<file path="src/rtl/rv32i_types.sv">
// Shared RV32I core types: register/ROB index widths and the memory-op queue entry.
package rv32i_types;

    localparam int RV_XLEN         = 32;
    localparam int ARCH_REG_IDX    = 4;
    localparam int PHYS_REG_IDX    = 5;
    localparam int NUM_ROB_ENTRIES = 16;
    localparam int ROB_IDX_W       = $clog2(NUM_ROB_ENTRIES);

    typedef struct packed {
        logic                     valid;
        logic                     is_store;
        logic [2:0]               funct3;
        logic [RV_XLEN-1:0]       imm;
        logic [PHYS_REG_IDX:0]    ps1;
        logic [PHYS_REG_IDX:0]    ps2;
        logic                     rdy1;
        logic                     rdy2;
        logic [RV_XLEN-1:0]       val1;
        logic [RV_XLEN-1:0]       val2;
        logic [ARCH_REG_IDX:0]    rd_arch;
        logic [PHYS_REG_IDX:0]    pd;
        logic [ROB_IDX_W-1:0]     rob_idx;
        logic                     dest_we;
    } mem_q_entry_t;

endpackage

</file>
<file path="src/rtl/mem_op_queue.sv">
// In-order load/store queue: captures operands from the CDB and issues the head
// entry to a single-outstanding LSU; stores wait until they are at the ROB head.
module mem_op_queue
    import rv32i_types::*;
#(
    parameter int DEPTH = 8,
    parameter int XLEN  = 32
) (
    input  logic                         clk,
    input  logic                         rst,

    input  logic                         enq_valid,
    output logic                         enq_ready,
    input  logic                         enq_is_store,
    input  logic [2:0]                   enq_funct3,
    input  logic [XLEN-1:0]              enq_imm,
    input  logic [PHYS_REG_IDX:0]        enq_ps1,
    input  logic [PHYS_REG_IDX:0]        enq_ps2,
    input  logic                         enq_ps1_rdy,
    input  logic                         enq_ps2_rdy,
    input  logic [XLEN-1:0]              enq_ps1_val,
    input  logic [XLEN-1:0]              enq_ps2_val,
    input  logic [ARCH_REG_IDX:0]        enq_rd_arch,
    input  logic [PHYS_REG_IDX:0]        enq_pd,
    input  logic [ROB_IDX_W-1:0]         enq_rob_idx,
    input  logic                         enq_dest_we,

    input  logic                         cdb_valid,
    input  logic [PHYS_REG_IDX:0]        cdb_pd,
    input  logic [XLEN-1:0]              cdb_value,

    input  logic                         rob_head_valid,
    input  logic [ROB_IDX_W-1:0]         rob_head_idx,

    input  logic                         flush,

    output logic                         lsu_req_valid,
    input  logic                         lsu_req_ready,
    output logic [XLEN-1:0]              lsu_base_addr,
    output logic [XLEN-1:0]              lsu_offset,
    output logic [XLEN-1:0]              lsu_store_data,
    output logic [2:0]                   lsu_funct3,
    output logic                         lsu_is_store,
    output logic [ARCH_REG_IDX:0]        lsu_rd_arch,
    output logic [PHYS_REG_IDX:0]        lsu_pd_phys,
    output logic [ROB_IDX_W-1:0]         lsu_rob_idx,
    output logic                         lsu_dest_we,

    output logic [$clog2(DEPTH):0]       count,
    output logic                         empty,
    output logic                         full
);

    localparam int IDX_W = $clog2(DEPTH);
    localparam int PTR_W = IDX_W + 1;

    mem_q_entry_t     mem_q [DEPTH];
    mem_q_entry_t     mem_d [DEPTH];
    logic [PTR_W-1:0] head_q, head_d;
    logic [PTR_W-1:0] tail_q, tail_d;

    mem_q_entry_t     head_e;
    mem_q_entry_t     enq_e;
    logic [IDX_W-1:0] head_idx;
    logic [IDX_W-1:0] tail_idx;
    logic             load_ok;
    logic             store_ok;
    logic             enq_fire;
    logic             issue_fire;

    assign head_idx = head_q[IDX_W-1:0];
    assign tail_idx = tail_q[IDX_W-1:0];
    assign head_e   = mem_q[head_idx];

    assign full  = (head_idx == tail_idx) && (head_q[PTR_W-1] != tail_q[PTR_W-1]);
    assign empty = (head_q == tail_q);
    assign count = tail_q - head_q;

    assign enq_ready = !full && !flush;
    assign enq_fire  = enq_valid && enq_ready;

    // Stores only go out once they are non-speculative (at the ROB head).
    assign load_ok  = head_e.valid && !head_e.is_store && head_e.rdy1;
    assign store_ok = head_e.valid && head_e.is_store && head_e.rdy1 && head_e.rdy2
                      && rob_head_valid && (head_e.rob_idx == rob_head_idx);

    assign lsu_req_valid = (load_ok || store_ok) && !flush;
    assign issue_fire    = lsu_req_valid && lsu_req_ready;

    assign lsu_base_addr  = head_e.val1;
    assign lsu_offset     = head_e.imm;
    assign lsu_store_data = head_e.is_store ? head_e.val2 : '0;
    assign lsu_funct3     = head_e.funct3;
    assign lsu_is_store   = head_e.is_store;
    assign lsu_rd_arch    = head_e.rd_arch;
    assign lsu_pd_phys    = head_e.pd;
    assign lsu_rob_idx    = head_e.rob_idx;
    assign lsu_dest_we    = head_e.dest_we && !head_e.is_store;

    // New entry, including a same-cycle CDB bypass for sources not yet ready.
    always_comb begin
        enq_e          = '0;
        enq_e.valid    = 1'b1;
        enq_e.is_store = enq_is_store;
        enq_e.funct3   = enq_funct3;
        enq_e.imm      = enq_imm;
        enq_e.ps1      = enq_ps1;
        enq_e.ps2      = enq_ps2;
        enq_e.rdy1     = enq_ps1_rdy;
        enq_e.rdy2     = enq_ps2_rdy;
        enq_e.val1     = enq_ps1_val;
        enq_e.val2     = enq_ps2_val;
        enq_e.rd_arch  = enq_rd_arch;
        enq_e.pd       = enq_pd;
        enq_e.rob_idx  = enq_rob_idx;
        enq_e.dest_we  = enq_dest_we;
        if (!enq_ps1_rdy && cdb_valid && (cdb_pd == enq_ps1)) begin
            enq_e.rdy1 = 1'b1;
            enq_e.val1 = cdb_value;
        end
        if (!enq_ps2_rdy && cdb_valid && (cdb_pd == enq_ps2)) begin
            enq_e.rdy2 = 1'b1;
            enq_e.val2 = cdb_value;
        end
    end

    always_comb begin
        for (int i = 0; i < DEPTH; i++) begin
            mem_d[i] = mem_q[i];
            if (mem_q[i].valid && cdb_valid) begin
                if (!mem_q[i].rdy1 && (mem_q[i].ps1 == cdb_pd)) begin
                    mem_d[i].rdy1 = 1'b1;
                    mem_d[i].val1 = cdb_value;
                end
                if (!mem_q[i].rdy2 && (mem_q[i].ps2 == cdb_pd)) begin
                    mem_d[i].rdy2 = 1'b1;
                    mem_d[i].val2 = cdb_value;
                end
            end
        end
        head_d = head_q;
        tail_d = tail_q;
        if (issue_fire) begin
            mem_d[head_idx].valid = 1'b0;
            head_d                = head_q + 1'b1;
        end
        // Tail slot never aliases a valid head: enqueue is refused when full.
        if (enq_fire) begin
            mem_d[tail_idx] = enq_e;
            tail_d          = tail_q + 1'b1;
        end
        if (flush) begin
            for (int i = 0; i < DEPTH; i++) begin
                mem_d[i].valid = 1'b0;
            end
            head_d = '0;
            tail_d = '0;
        end
    end

    always_ff @(posedge clk or posedge rst) begin
        if (rst) begin
            head_q <= '0;
            tail_q <= '0;
            for (int i = 0; i < DEPTH; i++) begin
                mem_q[i] <= '0;
            end
        end else begin
            head_q <= head_d;
            tail_q <= tail_d;
            for (int i = 0; i < DEPTH; i++) begin
                mem_q[i] <= mem_d[i];
            end
        end
    end

endmodule

</file>
<file path="config.mk">
export PLATFORM = sky130hd
export DESIGN_NAME = mem_op_queue
export DESIGN_NICKNAME = d
export VERILOG_FILES = /design/src/rtl/rv32i_types.sv /design/src/rtl/mem_op_queue.sv
export SDC_FILE = /design/constraint.sdc
export NUM_CORES = 2
export LEC_CHECK = 0
export ABC_AREA = 0
export BUFFER_PORTS_ARGS = -buffer_cell sky130_fd_sc_hd__buf_2
export CAP_MARGIN = 20
export CORE_ASPECT_RATIO = 1.25
export CORE_MARGIN = 3
export CORE_UTILIZATION = 55
export DETAILED_ROUTE_END_ITERATION = 16
export GPL_ROUTABILITY_DRIVEN = 1
export PLACE_DENSITY = 0.79
export SLEW_MARGIN = 25
export SYNTH_ARGS = -nofsm -noshare
export SYNTH_HDL_FRONTEND = slang
export SYNTH_SLANG_ARGS = --single-unit
</file>
<file path="constraint.sdc">
create_clock -name clk -period 31.5 [get_ports clk]
set_input_delay 1.575 -clock clk [delete_from_list [all_inputs] [get_ports clk]]
set_output_delay 1.575 -clock clk [all_outputs]
set_load 0.01 [all_outputs]
</file>
==> run metrics <==
DR vias 45397; internal reg-to-reg setup slack between 20 and 30 ns; Syn-to-layout area delta 11.6%; port bufs 302; DRT Wirelength approximately 190000 µm; CTS tree yes; post-synthesis register bit count between 1000 and 1500; Max Clk Rate about 150 MHz; ys flop type dfrtp_1; clk sinks between 1000 and 1500; Cell Pwr Density approximately 67 nW/µm²; setup bufs post-CTS 0; # rows about 120; Hold Buf Count CTS 0; GRT busiest layer met2; CP max FO 66; Synth area leader dfrtp_1; WL/cell ~28 µm; fillers 7108; max cap viols 0; core area about 89000 µm²; Synthesized Nets approximately 5600; vias in the first global route between 40000 and 50000; register area about 26000 µm²; worst hold stages 2; top-count cell post-synth nand2_1; Worst Hold Class flip-flop to flip-flop; Final TNS setup 0 ns; Place WS 25.53 ns; synth top area cells dfrtp_1 53%, nand2_1 10%, nor2_1 6.3%; met3 Track Usage GR roughly an eighth; Clock transition at path regs about 0.06 ns; hold slack approximately 0.47 ns; Critical Path End Type primary output; worst-skew pair later-pin latency 0.70 ns; Die Width roughly 270 µm; largest net degree at the start of global routing ~190; reg2reg end mem_q[181]$_DFF_PP0_; Post-synth ARST share 100%; Max Root-Sink Buffers 3; Die H approximately 340 µm; Slew Limit Headroom 19.5%; CTS H-tree depth 3; Syn. warnings 0; initial antenna violation count 48; Starting Density 55.7%; total CTS buffers 104; Antenna Nets Post-Route 0; worst r2r path cells 11; Worst Setup Path Type flip-flop to primary output; Worst R2R Start head_q[2]$_DFFE_PP0P_; Synth cell types 74; Setup Skew 0.0386 ns; CTS resizes 0; leakage about 27 nW; DIE AREA around 94000 µm²; Tightest Pin Transition about 1.2 ns; status finished clean; layout cells sized above 1 roughly 15%; total track usage 39.2%; First-pass DRT Iterations 9; synthesized area per cell 9.12 µm²; Hold Crit Start mem_q[506]$_DFFE_PP0P_; M2 GR Usage about three fifths; DRC viols 0; gr ovfl total 0; endpoints failing hold 0; synth cell count leaders 1340 x nand2_1, 1056 x dfrtp_1, 836 x nor2_1; EDFF count, synth 0; Yosys top cell area share between 50% and 60%; WP data required 29.93 ns; Routability Congestion ~0.9; initial DRC count about 7000; placed cells 6492; final setup fails 0; worst-case vdd ir drop between 0.05 and 0.06 mV; CP Data Arrival Time 5.20 ns; post-synthesis sequential area ratio between 50 and 60%; Mapped Area just under 50000 µm²; CTS root buf clkbuf_16; Mapped Cells 5434; min Tclk post-route ~6.8 ns; area taken by multi-input logic gates 21300 µm²; Layout Cells excl Fill between 6000 and 7000; met1 GRT Util a little under half; vias per cell 6.76; worst min-delay path endpoint mem_q[506]$_DFFE_PP0P_; Pins Over Slew Limit 0; first-pass GRT wire length ~280000 µm; fin worst setup slack 24.72 ns; Critical Path Start Type flip-flop; Nets 5608; RSZ-0062 raised after global routing false; detailed placement HPWL approximately 100000 µm; IO Count around 300; Final Cycle Share 21.5%
-- layer usage --
layer | wire (µm) | up-vias
met5 | 200 | -
met4 | 15900 | 26
met3 | 26800 | 1174
met2 | 82400 | 3753
met1 | 61700 | 21785
li1 | - | 18659
-- worst max-delay path by stage --
stage | slack [ns] | from | depth (start not counted) | to
6_report | 24.72 | head_q[0]$_DFFE_PP0P_ | 9 | lsu_store_data[31]
5_1_grt | 24.71 | head_q[0]$_DFFE_PP0P_ | 10 | lsu_req_valid
4_1_cts | 24.83 | head_q[0]$_DFFE_PP0P_ | 9 | lsu_store_data[3]
3_5_place_dp | 25.53 | head_q[0]$_DFFE_PP0P_ | 9 | lsu_store_data[3]
3_3_place_gp | 25.59 | head_q[0]$_DFFE_PP0P_ | 8 | lsu_store_data[3]
2_1_floorplan | 0.20 | rst | 1 | head_q[0]$_DFFE_PP0P_
-- state kept, by name (all words and copies together) (netlist names) --
name / flops
mem_q: 1048
head_q: 4
tail_q: 4
-- critical path: stages (launching register included) --
cell	delay, ns
dfrtp_4	0.81
buf_4	0.74
buf_4	0.87
nand2_1	0.18
a2bb2oi_1	0.19
nor2_1	0.22
a211oi_4	0.09
buf_4	0.40
a31oi_1	0.61
buf_2	0.25
-- cell families (layout without fill, tap and decap cells) --
logic type / Yosys count / after routing / share of synthesized area, %
multiplexers: 247 / 247 / 5.55
flip-flops: 1056 / 1056 / 53.3
buffers and inverters: 561 / 631 / 4.80
other: 0 / 30 / 0
XOR/XNOR: 117 / 117 / 2.10
adder cells (fa/ha/maj): 6 / 6 / 0.167
AO/OA/AOI/OAI: 1127 / 1127 / 15.6
AND/OR/NAND/NOR: 2320 / 2320 / 18.5
-- layout by cell type, fill, tap and decap left out, types with 8 or more instances in the layout --
cell	n
nand3_1	10
o21ai_4	8
a22oi_1	354
buf_4	74
a21oi_4	8
nor2_1	823
a22o_1	28
nand2_1	1338
nand4_1	52
a21oi_1	56
bufinv_16	12
nor4_1	10
mux2_2	190
nor2_4	15
clkinv_2	19
a221o_1	8
xnor2_1	52
o21ai_0	78
inv_1	50
clkbuf_1	28
buf_2	302
diode_2	30
clkbuf_16	105
a221oi_1	78
a31oi_1	48
mux2i_1	48
dfrtp_1	1053
clkbuf_8	13
xor2_1	63
nor3_1	13
o22ai_1	428
-- area by class of cell --
class | instances | share of cell area [%]
multi-input cells | 3817 | 38.5
diodes | 30 | 0.136
repair buffers | 389 | 4.16
flip-flops and latches | 1056 | 47.8
clock buffers | 146 | 5.26
inverters | 55 | 0.387
clock inverters | 41 | 1.05
well taps | 1178 | 2.67
-- stage by stage --
step | total power, W | area [µm²] | util [%]
floorplan | 0.00219 | 49600 | -
global route | 0.00385 | 55300 | 62.1
global placement | 0.00237 | 51500 | 57.9
CTS | 0.00369 | 55100 | 61.9
detailed placement | 0.00241 | 51600 | 58.0
finish | 0.00371 | 55300 | 62.1
-- power breakdown --
group	total [W]	internal, W	switching, W
logic	0.000625	0.000262	0.000363
clock network	0.00130	0.000744	0.000558
registers	0.00178	0.00162	0.000160
total	0.00371	0.00263	0.00108
(Power assumes the default switching activity.)
